### src/rtl/ram_writer_pkg.sv
// Shared definitions for the byte-stream RAM writer: bank geometry, FSM states,
// and a constant-friendly ceil_log2 helper.
package ram_writer_pkg;

  localparam int unsigned RAM_BANK_WORDS = 256;

  typedef enum logic [1:0] {
    StIdle,
    StLow,
    StHigh,
    StFull
  } wr_state_e;

  function automatic int unsigned ceil_log2(input int unsigned value);
    int unsigned res;
    res = 0;
    for (int unsigned i = 0; i < 32; i++) begin
      if ((64'd1 << i) < 64'(value)) res = i + 1;
    end
    return res;
  endfunction

endpackage

### src/rtl/ram_writer_if.sv
// Byte-stream valid/ready channel feeding the RAM writer.
interface ram_writer_if;

  logic [7:0] data;
  logic       valid;
  logic       ready;

  modport master (output data, output valid, input ready);
  modport slave  (input data, input valid, output ready);

endinterface

### src/rtl/SB_RAM256x16.sv
// Behavioural model of the iCE40 256x16 block RAM primitive (MASK bit set = keep old bit).
module SB_RAM256x16 (
  output logic [15:0] RDATA,
  input  logic [7:0]  RADDR,
  input  logic        RCLK,
  input  logic        RCLKE,
  input  logic        RE,
  input  logic [7:0]  WADDR,
  input  logic        WCLK,
  input  logic        WCLKE,
  input  logic [15:0] WDATA,
  input  logic        WE,
  input  logic [15:0] MASK
);

  logic [15:0] mem [256];

  always_ff @(posedge WCLK) begin
    if (WCLKE && WE) begin
      mem[WADDR] <= (WDATA & ~MASK) | (mem[WADDR] & MASK);
    end
  end

  always_ff @(posedge RCLK) begin
    if (RCLKE && RE) begin
      RDATA <= mem[RADDR];
    end
  end

endmodule

### src/rtl/ram_bank_array.sv
// Array of 256x16 RAM banks with a single write port and a registered-index read mux,
// so the read side behaves like the ROM reader (one-cycle latency, holds when disabled).
module ram_bank_array
  import ram_writer_pkg::*;
#(
  parameter int unsigned NUM_BANKS  = 1,
  parameter int unsigned ADDR_WIDTH = 8
) (
  input  logic                  clk_i,
  input  logic                  we_i,
  input  logic [ADDR_WIDTH-1:0] waddr_i,
  input  logic [15:0]           wdata_i,
  input  logic [ADDR_WIDTH-1:0] rd_addr_i,
  input  logic                  rd_clke_i,
  output logic [15:0]           rd_data_o
);

  localparam int unsigned BankW = (NUM_BANKS > 1) ? ceil_log2(NUM_BANKS) : 1;

  logic [BankW-1:0] wr_bank;
  logic [BankW-1:0] rd_bank;
  logic [BankW-1:0] rd_bank_d, rd_bank_q;
  logic [15:0]      bank_rdata [NUM_BANKS];

  if (ADDR_WIDTH > 8) begin : g_multi
    assign wr_bank = BankW'(waddr_i[ADDR_WIDTH-1:8]);
    assign rd_bank = BankW'(rd_addr_i[ADDR_WIDTH-1:8]);
  end else begin : g_single
    assign wr_bank = '0;
    assign rd_bank = '0;
  end

  for (genvar i = 0; i < NUM_BANKS; i++) begin : g_bank
    logic bank_we;
    assign bank_we = we_i && (wr_bank == BankW'(i));

    SB_RAM256x16 u_ram (
      .RDATA (bank_rdata[i]),
      .RADDR (rd_addr_i[7:0]),
      .RCLK  (clk_i),
      .RCLKE (rd_clke_i),
      .RE    (rd_clke_i && (rd_bank == BankW'(i))),
      .WADDR (waddr_i[7:0]),
      .WCLK  (clk_i),
      .WCLKE (bank_we),
      .WDATA (wdata_i),
      .WE    (bank_we),
      .MASK  (16'h0000)
    );
  end

  always_comb begin
    rd_bank_d = rd_clke_i ? rd_bank : rd_bank_q;
  end

  always_ff @(posedge clk_i) begin
    rd_bank_q <= rd_bank_d;
  end

  // Mux by the index captured with the read, not the live address.
  always_comb begin
    rd_data_o = '0;
    for (int i = 0; i < NUM_BANKS; i++) begin
      if (rd_bank_q == BankW'(i)) rd_data_o = bank_rdata[i];
    end
  end

endmodule

### src/rtl/ram_writer.sv
// Packs a byte stream (low byte first) into 16-bit words and writes them sequentially
// into block RAM; the filled buffer is read back through a ROM-style synchronous port.
module ram_writer
  import ram_writer_pkg::*;
#(
  parameter int unsigned VECTOR_LENGTH = 256,
  parameter logic [7:0]  PAD_BYTE      = 8'h00,
  localparam int unsigned ADDR_WIDTH   = ceil_log2(VECTOR_LENGTH)
) (
  input  logic                  clk_i,
  input  logic                  rst_i,
  input  logic                  start_i,
  input  logic                  flush_i,
  ram_writer_if.slave           in_if,
  output logic [ADDR_WIDTH:0]   words_o,
  output logic                  full_o,
  output logic                  busy_o,
  input  logic [ADDR_WIDTH-1:0] rd_addr_i,
  input  logic                  rd_clke_i,
  output logic [15:0]           rd_data_o
);

  localparam int unsigned NumBanks = VECTOR_LENGTH / RAM_BANK_WORDS;
  localparam logic [ADDR_WIDTH-1:0] LastAddr = ADDR_WIDTH'(VECTOR_LENGTH - 1);

  wr_state_e             state_d, state_q;
  logic [7:0]            lo_d, lo_q;
  logic [ADDR_WIDTH-1:0] wptr_d, wptr_q;
  logic [ADDR_WIDTH:0]   words_d, words_q;
  logic                  we_d, we_q;
  logic [ADDR_WIDTH-1:0] waddr_d, waddr_q;
  logic [15:0]           wdata_d, wdata_q;

  logic        in_ready;
  logic        xfer;
  logic        commit;
  logic [15:0] commit_word;

  assign xfer = in_if.valid && in_ready && !start_i;

  always_ff @(posedge clk_i or posedge rst_i) begin
    if (rst_i) begin
      state_q <= StIdle;
      lo_q    <= '0;
      wptr_q  <= '0;
      words_q <= '0;
      we_q    <= 1'b0;
      waddr_q <= '0;
      wdata_q <= '0;
    end else begin
      state_q <= state_d;
      lo_q    <= lo_d;
      wptr_q  <= wptr_d;
      words_q <= words_d;
      we_q    <= we_d;
      waddr_q <= waddr_d;
      wdata_q <= wdata_d;
    end
  end

  always_comb begin
    state_d     = state_q;
    lo_d        = lo_q;
    wptr_d      = wptr_q;
    we_d        = 1'b0;
    waddr_d     = waddr_q;
    wdata_d     = wdata_q;
    words_d     = we_q ? words_q + 1'b1 : words_q;
    commit      = 1'b0;
    commit_word = {PAD_BYTE, lo_q};

    if (start_i) begin
      state_d = StLow;
      wptr_d  = '0;
      lo_d    = '0;
      words_d = '0;
    end else begin
      unique case (state_q)
        StLow: begin
          if (xfer && flush_i) begin
            commit      = 1'b1;
            commit_word = {PAD_BYTE, in_if.data};
            state_d     = StIdle;
          end else if (xfer) begin
            lo_d    = in_if.data;
            state_d = StHigh;
          end else if (flush_i) begin
            state_d = StIdle;
          end
        end
        StHigh: begin
          if (xfer) begin
            commit      = 1'b1;
            commit_word = {in_if.data, lo_q};
            state_d     = flush_i ? StIdle : StLow;
          end else if (flush_i) begin
            commit  = 1'b1;
            state_d = StIdle;
          end
        end
        default: ;
      endcase

      // The pointer stops at the last word; FULL holds until the next start.
      if (commit) begin
        we_d    = 1'b1;
        waddr_d = wptr_q;
        wdata_d = commit_word;
        if (wptr_q == LastAddr) begin
          state_d = StFull;
        end else begin
          wptr_d = wptr_q + 1'b1;
        end
      end
    end
  end

  always_comb begin
    in_ready = (state_q == StLow) || (state_q == StHigh);
    busy_o   = in_ready;
    full_o   = (state_q == StFull);
    words_o  = words_q;
  end

  assign in_if.ready = in_ready;

  ram_bank_array #(
    .NUM_BANKS  (NumBanks),
    .ADDR_WIDTH (ADDR_WIDTH)
  ) u_banks (
    .clk_i     (clk_i),
    .we_i      (we_q),
    .waddr_i   (waddr_q),
    .wdata_i   (wdata_q),
    .rd_addr_i (rd_addr_i),
    .rd_clke_i (rd_clke_i),
    .rd_data_o (rd_data_o)
  );

endmodule
### src/flat_wrapper.sv
// flat-port wrapper written by rule: the top's interface ports become plain ports
module ram_writer_flat import ram_writer_pkg::*;
#(
  parameter int unsigned VECTOR_LENGTH = 256,
  parameter logic [7:0]  PAD_BYTE      = 8'h00,
  localparam int unsigned ADDR_WIDTH   = ceil_log2(VECTOR_LENGTH)
)
  (clk_i, rst_i, start_i, flush_i, words_o, full_o, busy_o, rd_addr_i, rd_clke_i, rd_data_o, in_if_data, in_if_valid, in_if_ready);
  ram_writer_if in_if_i ();
  input  logic clk_i;
  input  logic rst_i;
  input  logic start_i;
  input  logic flush_i;
  output logic [ADDR_WIDTH:0] words_o;
  output logic full_o;
  output logic busy_o;
  input  logic [ADDR_WIDTH-1:0] rd_addr_i;
  input  logic rd_clke_i;
  output logic [15:0] rd_data_o;
  input wire logic [$bits(in_if_i.data)-1:0] in_if_data;
  input wire logic [$bits(in_if_i.valid)-1:0] in_if_valid;
  output wire logic [$bits(in_if_i.ready)-1:0] in_if_ready;
  assign in_if_i.data = in_if_data;
  assign in_if_i.valid = in_if_valid;
  assign in_if_ready = in_if_i.ready;
  ram_writer #(.VECTOR_LENGTH(VECTOR_LENGTH), .PAD_BYTE(PAD_BYTE)) u_core (.clk_i(clk_i), .rst_i(rst_i), .start_i(start_i), .flush_i(flush_i), .in_if(in_if_i), .words_o(words_o), .full_o(full_o), .busy_o(busy_o), .rd_addr_i(rd_addr_i), .rd_clke_i(rd_clke_i), .rd_data_o(rd_data_o));
endmodule
### config.mk
export PLATFORM = sky130hd
export DESIGN_NAME = ram_writer_flat
export DESIGN_NICKNAME = d
export VERILOG_FILES = /design/src/rtl/ram_writer_pkg.sv /design/src/rtl/ram_writer_if.sv /design/src/rtl/SB_RAM256x16.sv /design/src/rtl/ram_bank_array.sv /design/src/rtl/ram_writer.sv /design/src/flat_wrapper.sv
export SDC_FILE = /design/constraint.sdc
export NUM_CORES = 2
export LEC_CHECK = 0
export BUFFER_PORTS_ARGS = -buffer_cell sky130_fd_sc_hd__buf_2
export CORE_UTILIZATION = 55
export CTS_CLUSTER_SIZE = 40
export DETAILED_ROUTE_END_ITERATION = 12
export PLACE_DENSITY_LB_ADDON = 0.1
export SYNTH_ARGS = -nofsm -noshare
export SYNTH_HDL_FRONTEND = slang
export SYNTH_SLANG_ARGS = --single-unit
### constraint.sdc
create_clock -name clk_i -period 4.9 [get_ports clk_i]
set_input_delay 0.245 -clock clk_i [delete_from_list [all_inputs] [get_ports clk_i]]
set_output_delay 0.245 -clock clk_i [all_outputs]
set_load 0.01 [all_outputs]
; After elaboration in Yosys (flattened, before gate mapping)
; Memory sizes are Yosys's and may differ from the RTL's. A register that Yosys moved wholly into a read port is not among the register bits.
; Index checks and enable logic that the tools add are counted.
[totals]
ff_bits = 52
ramBits = 4096
inputBits = 22
out_inout_bits = 28
elab_cells = 59
mem_count = 1
[mem_list]
columns = name, depth, width, rd, rd_clocked_by_memory_dff, wr, line
row1 = u_core.u_banks.g_bank[0].u_ram.mem, 256, 16, 1, 1, 1, SB_RAM256x16.sv:16  ; logic [15:0] mem [256];
[op_classes]
add_sub_neg = 2
eq_ne = 6
muxes = 30
bitwise_logic = 1
reduce_logical = 12
[op_table]
columns = operator, count
row1 = 8-bit 2-to-1 mux, 8
row2 = 16-bit case mux with 2 select lines, 1
row3 = 9-bit 2-to-1 mux, 2
row4 = 16-bit 2-to-1 mux, 1
row5 = 2-bit 2-to-1 mux, 7
row6 = "9-bit by 1-bit adder with 9-bit output, second input constant", 1
row7 = 1-bit 2-to-1 mux, 9
row8 = "8-bit by 1-bit adder with 8-bit output, second input constant", 1
row9 = "8-bit == test, second input constant", 1
row10 = 2-bit nonzero test, 4
row11 = "2-bit == test, second input constant", 2
row12 = "2-bit inequality test, second input constant", 2
row13 = 2-bit case mux with 2 select lines, 1
row14 = 2-bit AND reduction, 2
row15 = 1-bit logical AND, 3
row16 = 3-bit AND reduction, 1
row17 = "2-bit by 1-bit == test with 1-bit output, second input constant", 1
row18 = 1-bit case mux with 2 select lines, 1
row19 = 1-bit zero test, 1
row20 = 1-bit logical OR, 1
row21 = 1-bit NOT, 1

; Depth between registers and ports, before layout
[logic_depth]
word_depth = 10
ltp_mapped = 12
depth_no_buf = 9

; Cells and area by module
; A second synthesis with hierarchy kept.
[hier_totals]
cells_unflattened = 8975
hier_area_um2 = 192355.7
[by_module_without_submodules]
columns = module, n_inst, cells_each, area_each_um2, seq_area_each_um2
row1 = SB_RAM256x16, 1, 8768, 190014.7, 123478.4
row2 = ram_writer, 1, 206, 2337.2, 1301.2
row3 = ram_bank_array, 1, 1, 3.8, 0.0

; Least setup slack after synthesis
; Ideal clock, no wire load.
[synth_timing]
path_kind = reg-to-reg
startpoint = register u_core.wdata_q[10]
endpoint = memory u_core.u_banks.g_bank[0].u_ram.mem[0][10], data pin
setup_time_ps = 804
arrival_time_ps = 3184
required_time_ps = 4096
setup_slack_ps = 913
stages_incl_launch_ff = 1
period_less_slack_ps = 3987
path_cell_list = dfrtp_1
[synth_rtl]
columns = element, line
row1 = "start, declared", ram_writer.sv:32  ; logic [15:0] wdata_d, wdata_q;
row2 = "start signal, assigned", ram_writer.sv:57  ; wdata_q <= wdata_d;
row3 = "end, declared", SB_RAM256x16.sv:16
; Straight into the memory's write port.

; Worst setup path after layout
[layout_timing]
startpoint = register u_core.waddr_q[7]
endpoint = memory u_core.u_banks.g_bank[0].u_ram.mem[188][6], enable pin
[layout_rtl]
columns = element, line
row1 = "start, declared", ram_writer.sv:31  ; logic [ADDR_WIDTH-1:0] waddr_d, waddr_q;
row2 = "start signal, assigned", ram_writer.sv:56  ; waddr_q <= waddr_d;
; Straight into the memory's write port.

==> results.toml <==
[sta]
setup_tns_ps = 0
rsz0062_at_grt = "false"
fin_skew_ps = 52.6
slew_viol_final = 0
max_slew.worst_pin.slew_ps = 1320
post-route-period-util = 0.719
fmaxAchievable_ghz = 0.284
slew_headroom = 0.118
finalHoldViolCount = 0
setup_slack_ps = 1380
layout_min_cycle_time_ps = 3520
setup_viol = 0

[placement]
numPortBuffers = 49
gp_congestion = 0.867
post-place-ws_ps = 708
post-dp-hpwl_mm = 240

[floorplanning]
start_util = 0.553
io_pins = 50
chipHeight_um = 543
die_x_um = 543
fp.coreArea_um2 = 291000
row_count = 198
die_area_um2 = 294000

[synthesis]
synth_fa_ha_area_frac = 0.000389
synth-compound-area-share = 0.0395
synth-seq-cells = 4164
ys_types = 52
syn_area_per_cell_um2 = 21.3
post-synth-top-count-cell = "edfxtp_1"
synth_top_area_frac = 0.768
synth_cells = 7564
yosys.area_share.simple = 0.0145
synth_async_sr_flop_share = 0.0125
seq_area_frac_synth = 0.776
synth_flop_cell = "edfxtp_1"
ys_top_cells_by_area = "edfxtp_1 (77%), mux4_2 (11%), mux2i_1 (4.0%)"
synth_top_family_by_area = "multiplexers"
synth_top_area_cell = "edfxtp_1"
synth_edf_count = 4112
yosys.area_share.xor_xnor = 0.000708
syn_nets = 7591
synth_area_um2 = 161000
synth_common_cells = "edfxtp_1 (4,112), mux4_2 (768), mux2i_1 (642), nor2_1 (335), o221ai_1 (317)"
synthMuxAreaShare = 0.152
yosysWarnings = 0

[setup_path]
cp_slowest_cell = "nor2_1"
required_ps = 5540
cp_top_family = "simple AND/OR/NAND/NOR gates"
critPathMaxStageDelay_ps = 1030
critPathLaunchType = "flop"
arrival_ps = 4160
crit_buf_inv = 1
path_cells = "nor2b_1 > nand3_1 > nor2_1 > buf_4"
path_class = "reg2reg"
end_kind = "flop"
worstPathMaxFanout = 16

[grt]
grt_max_degree = 218
grt_antenna_before_repair = 14
track_usage = 0.281
grt_remaining_overflow = 0
grt_pass1_vias = 79200
grt_pass1_wl_mm = 586

[job]
drv_cap = 0

[clock_network]
numCtsBuffers = 421
path_clk_slew_ps = 60
cts.sinks = 4164
root_buffer = "clkbuf_16"
tritoncts = "done"
worst_skew_pair.late_latency_ps = 990
cts_max_path_buffers = 4
ctsHtreeMaxLevel = 5
cts_resized = 0

[pwr]
p_leak_nw = 58.3
p_clk_frac = 0.388
ir_drop_mv = 0.358
power.share.combinational = 0.072
pwr-share-seq = 0.540
p_per_area_nw_per_um2 = 440
p_sw_frac = 0.234
power_switching_mw = 18.7
p_int_mw = 61.1

[cells_and_area]
postLayoutCoreUtil = 0.624
final_layout_size_suffix_gt1_frac = 0.242
syn_to_final_growth_pct = 12.9
nets = 8112

[status]
status = "finished clean"

[drt]
drc = 0
routed_via_density = 6.50
ant_nets = 0
drtPass1Iterations = 5
vias = 80200
totalWireLength_mm = 413
first_iter_violations = 9786
routedWlPerCell_um = 33.5

[min_path]
hp-class = "in2reg"
==> per-layer routing <==
| layer | track usage | part of all wire | wire [um] |
|---|---|---|---|
| met3 | 0.0343 | 0.074 | 30700 |
| met5 | 0 | 0.00016 | 66 |
| met1 | 0.406 | 0.40 | 167000 |
| met4 | 0.108 | 0.041 | 16800 |
| met2 | 0.444 | 0.48 | 199000 |
==> final cells by class <==
type / count / area (um2)
Multi-Input combinational cell: 2933 / 33500
Tap cell: 3900 / 4880
Inverter: 10 / 47.5
Clock buffer: 528 / 11100
Sequential cell: 4164 / 125000
Timing Repair Buffer: 555 / 4930
Clock inverter: 245 / 2150
Antenna cell: 8 / 20.0
Fill cell: 20100 / 109000
==> worst reg2reg max path, delay by kind of cell, from the launching register on <==
| kind | cells | cell delay (ps) |
|---|---|---|
| AND/OR/NAND/NOR | 3 | 2200 |
| buffers and inverters | 1 | 380 |
| flip-flops | 1 | 620 |
==> metrics by stage <==
stage | instances | power, mW | instance area (um2) | hold WS, ps
2_1_floorplan | 7564 | 47.0 | 161000 | 357
3_3_place_gp | 11500 | 49.3 | 168000 | 488
3_5_place_dp | 11500 | 49.6 | 168000 | 492
4_1_cts | 12300 | 80.3 | 181000 | 44.0
5_1_grt | 12300 | 81.9 | 181000 | 105
6_report | 12300 | 79.8 | 181000 | 102
==> power groups by stage <==
stage / Clock, mW / Sequential, mW / Combinational [mW]
2_1_floorplan: 0 / 45.1 / 1.95
3_3_place_gp: 0 / 43.8 / 5.56
3_5_place_dp: 0 / 43.9 / 5.79
4_1_cts: 31.4 / 43.1 / 5.80
5_1_grt: 32.7 / 43.1 / 6.07
6_report: 30.9 / 43.1 / 5.76
==> cells in the final DEF, fill, tap and decap left out, types with 8 or more instances in the layout <==
| cell type | synthesis | final |
|---|---|---|
| edfxtp_1 | 4112 | 4112 |
| mux4_2 | 768 | 768 |
| mux2i_1 | 642 | 642 |
| clkbuf_16 | 0 | 428 |
| buf_4 | 64 | 422 |
| o221ai_1 | 317 | 317 |
| nor2_1 | 335 | 287 |
| a21oi_1 | 172 | 172 |
| o22ai_1 | 166 | 166 |
| nand2_1 | 98 | 97 |
| clkbuf_1 | 241 | 96 |
| clkinv_1 | 0 | 90 |
| clkinv_2 | 0 | 88 |
| o21ai_0 | 84 | 84 |
| mux2_2 | 64 | 64 |
| buf_12 | 5 | 64 |
| a22o_1 | 48 | 48 |
| nor2_2 | 0 | 47 |
| buf_2 | 60 | 45 |
| dfrtp_1 | 52 | 36 |
| nor3_1 | 33 | 32 |
| bufinv_16 | 0 | 28 |
| a22oi_1 | 25 | 25 |
| dlygate4sd3_1 | 0 | 21 |
| a221oi_1 | 16 | 16 |
| o31ai_1 | 16 | 16 |
| dfrtp_4 | 0 | 16 |
| nor4_1 | 15 | 15 |
| clkinvlp_4 | 0 | 15 |
| nand4_1 | 14 | 14 |
| nand3_1 | 23 | 14 |
| o32ai_1 | 15 | 14 |
| nor2b_1 | 10 | 10 |
| xor2_1 | 10 | 10 |
| o311ai_1 | 10 | 10 |
| nand3_2 | 0 | 9 |
| inv_6 | 0 | 9 |
| diode_2 | 0 | 8 |
==> path summary, 6_finish.rpt <==
path / start / endpoint / slack (ps) / cells past startpoint
worst max-delay path: u_core.waddr_q[7] / u_core.u_banks.g_bank[0].u_ram.mem[188][6] / 1380 / 4
worst min-delay path: in_if_data[6] / u_core.wdata_q[14] / 100 / 3
worst max register to register: u_core.waddr_q[7] / u_core.u_banks.g_bank[0].u_ram.mem[188][6] / 1380 / 4
worst min register to register: u_core.wptr_q[5] / u_core.waddr_q[5] / 540 / 2
max in group asynchronous: rst_i / u_core.wdata_q[5] / 3930 / 3
min in group asynchronous: rst_i / u_core.state_q[0] / 120 / 3
==> state kept, by name, indices dropped and copies added, names as in the netlist <==
register,cells
u_core.lo_q,8
u_core.state_q,2
u_core.u_banks.g_bank.u_ram.RDATA,16
u_core.u_banks.g_bank.u_ram.mem,4096
u_core.waddr_q,8
u_core.wdata_q,16
u_core.we_q,1
u_core.words_o,9
u_core.wptr_q,8
==> timing repair <==
| action | 4_1_cts | 5_1_grt |
|---|---|---|
| endpoints found under the hold margin | 111 | 0 |
| hold buffers | 21 | 0 |
| buffers inserted | 0 | 0 |
==> logic make-up after synthesis <==
| family | Yosys count |
|---|---|
| mux | 1474 |
| xor+xnor | 13 |
| simple gates | 553 |
| fa+ha+maj | 5 |
| compound gates | 888 |
| buf+inv | 467 |
| flops | 4164 |
Note: power is estimated with default switching activity, not from simulation.
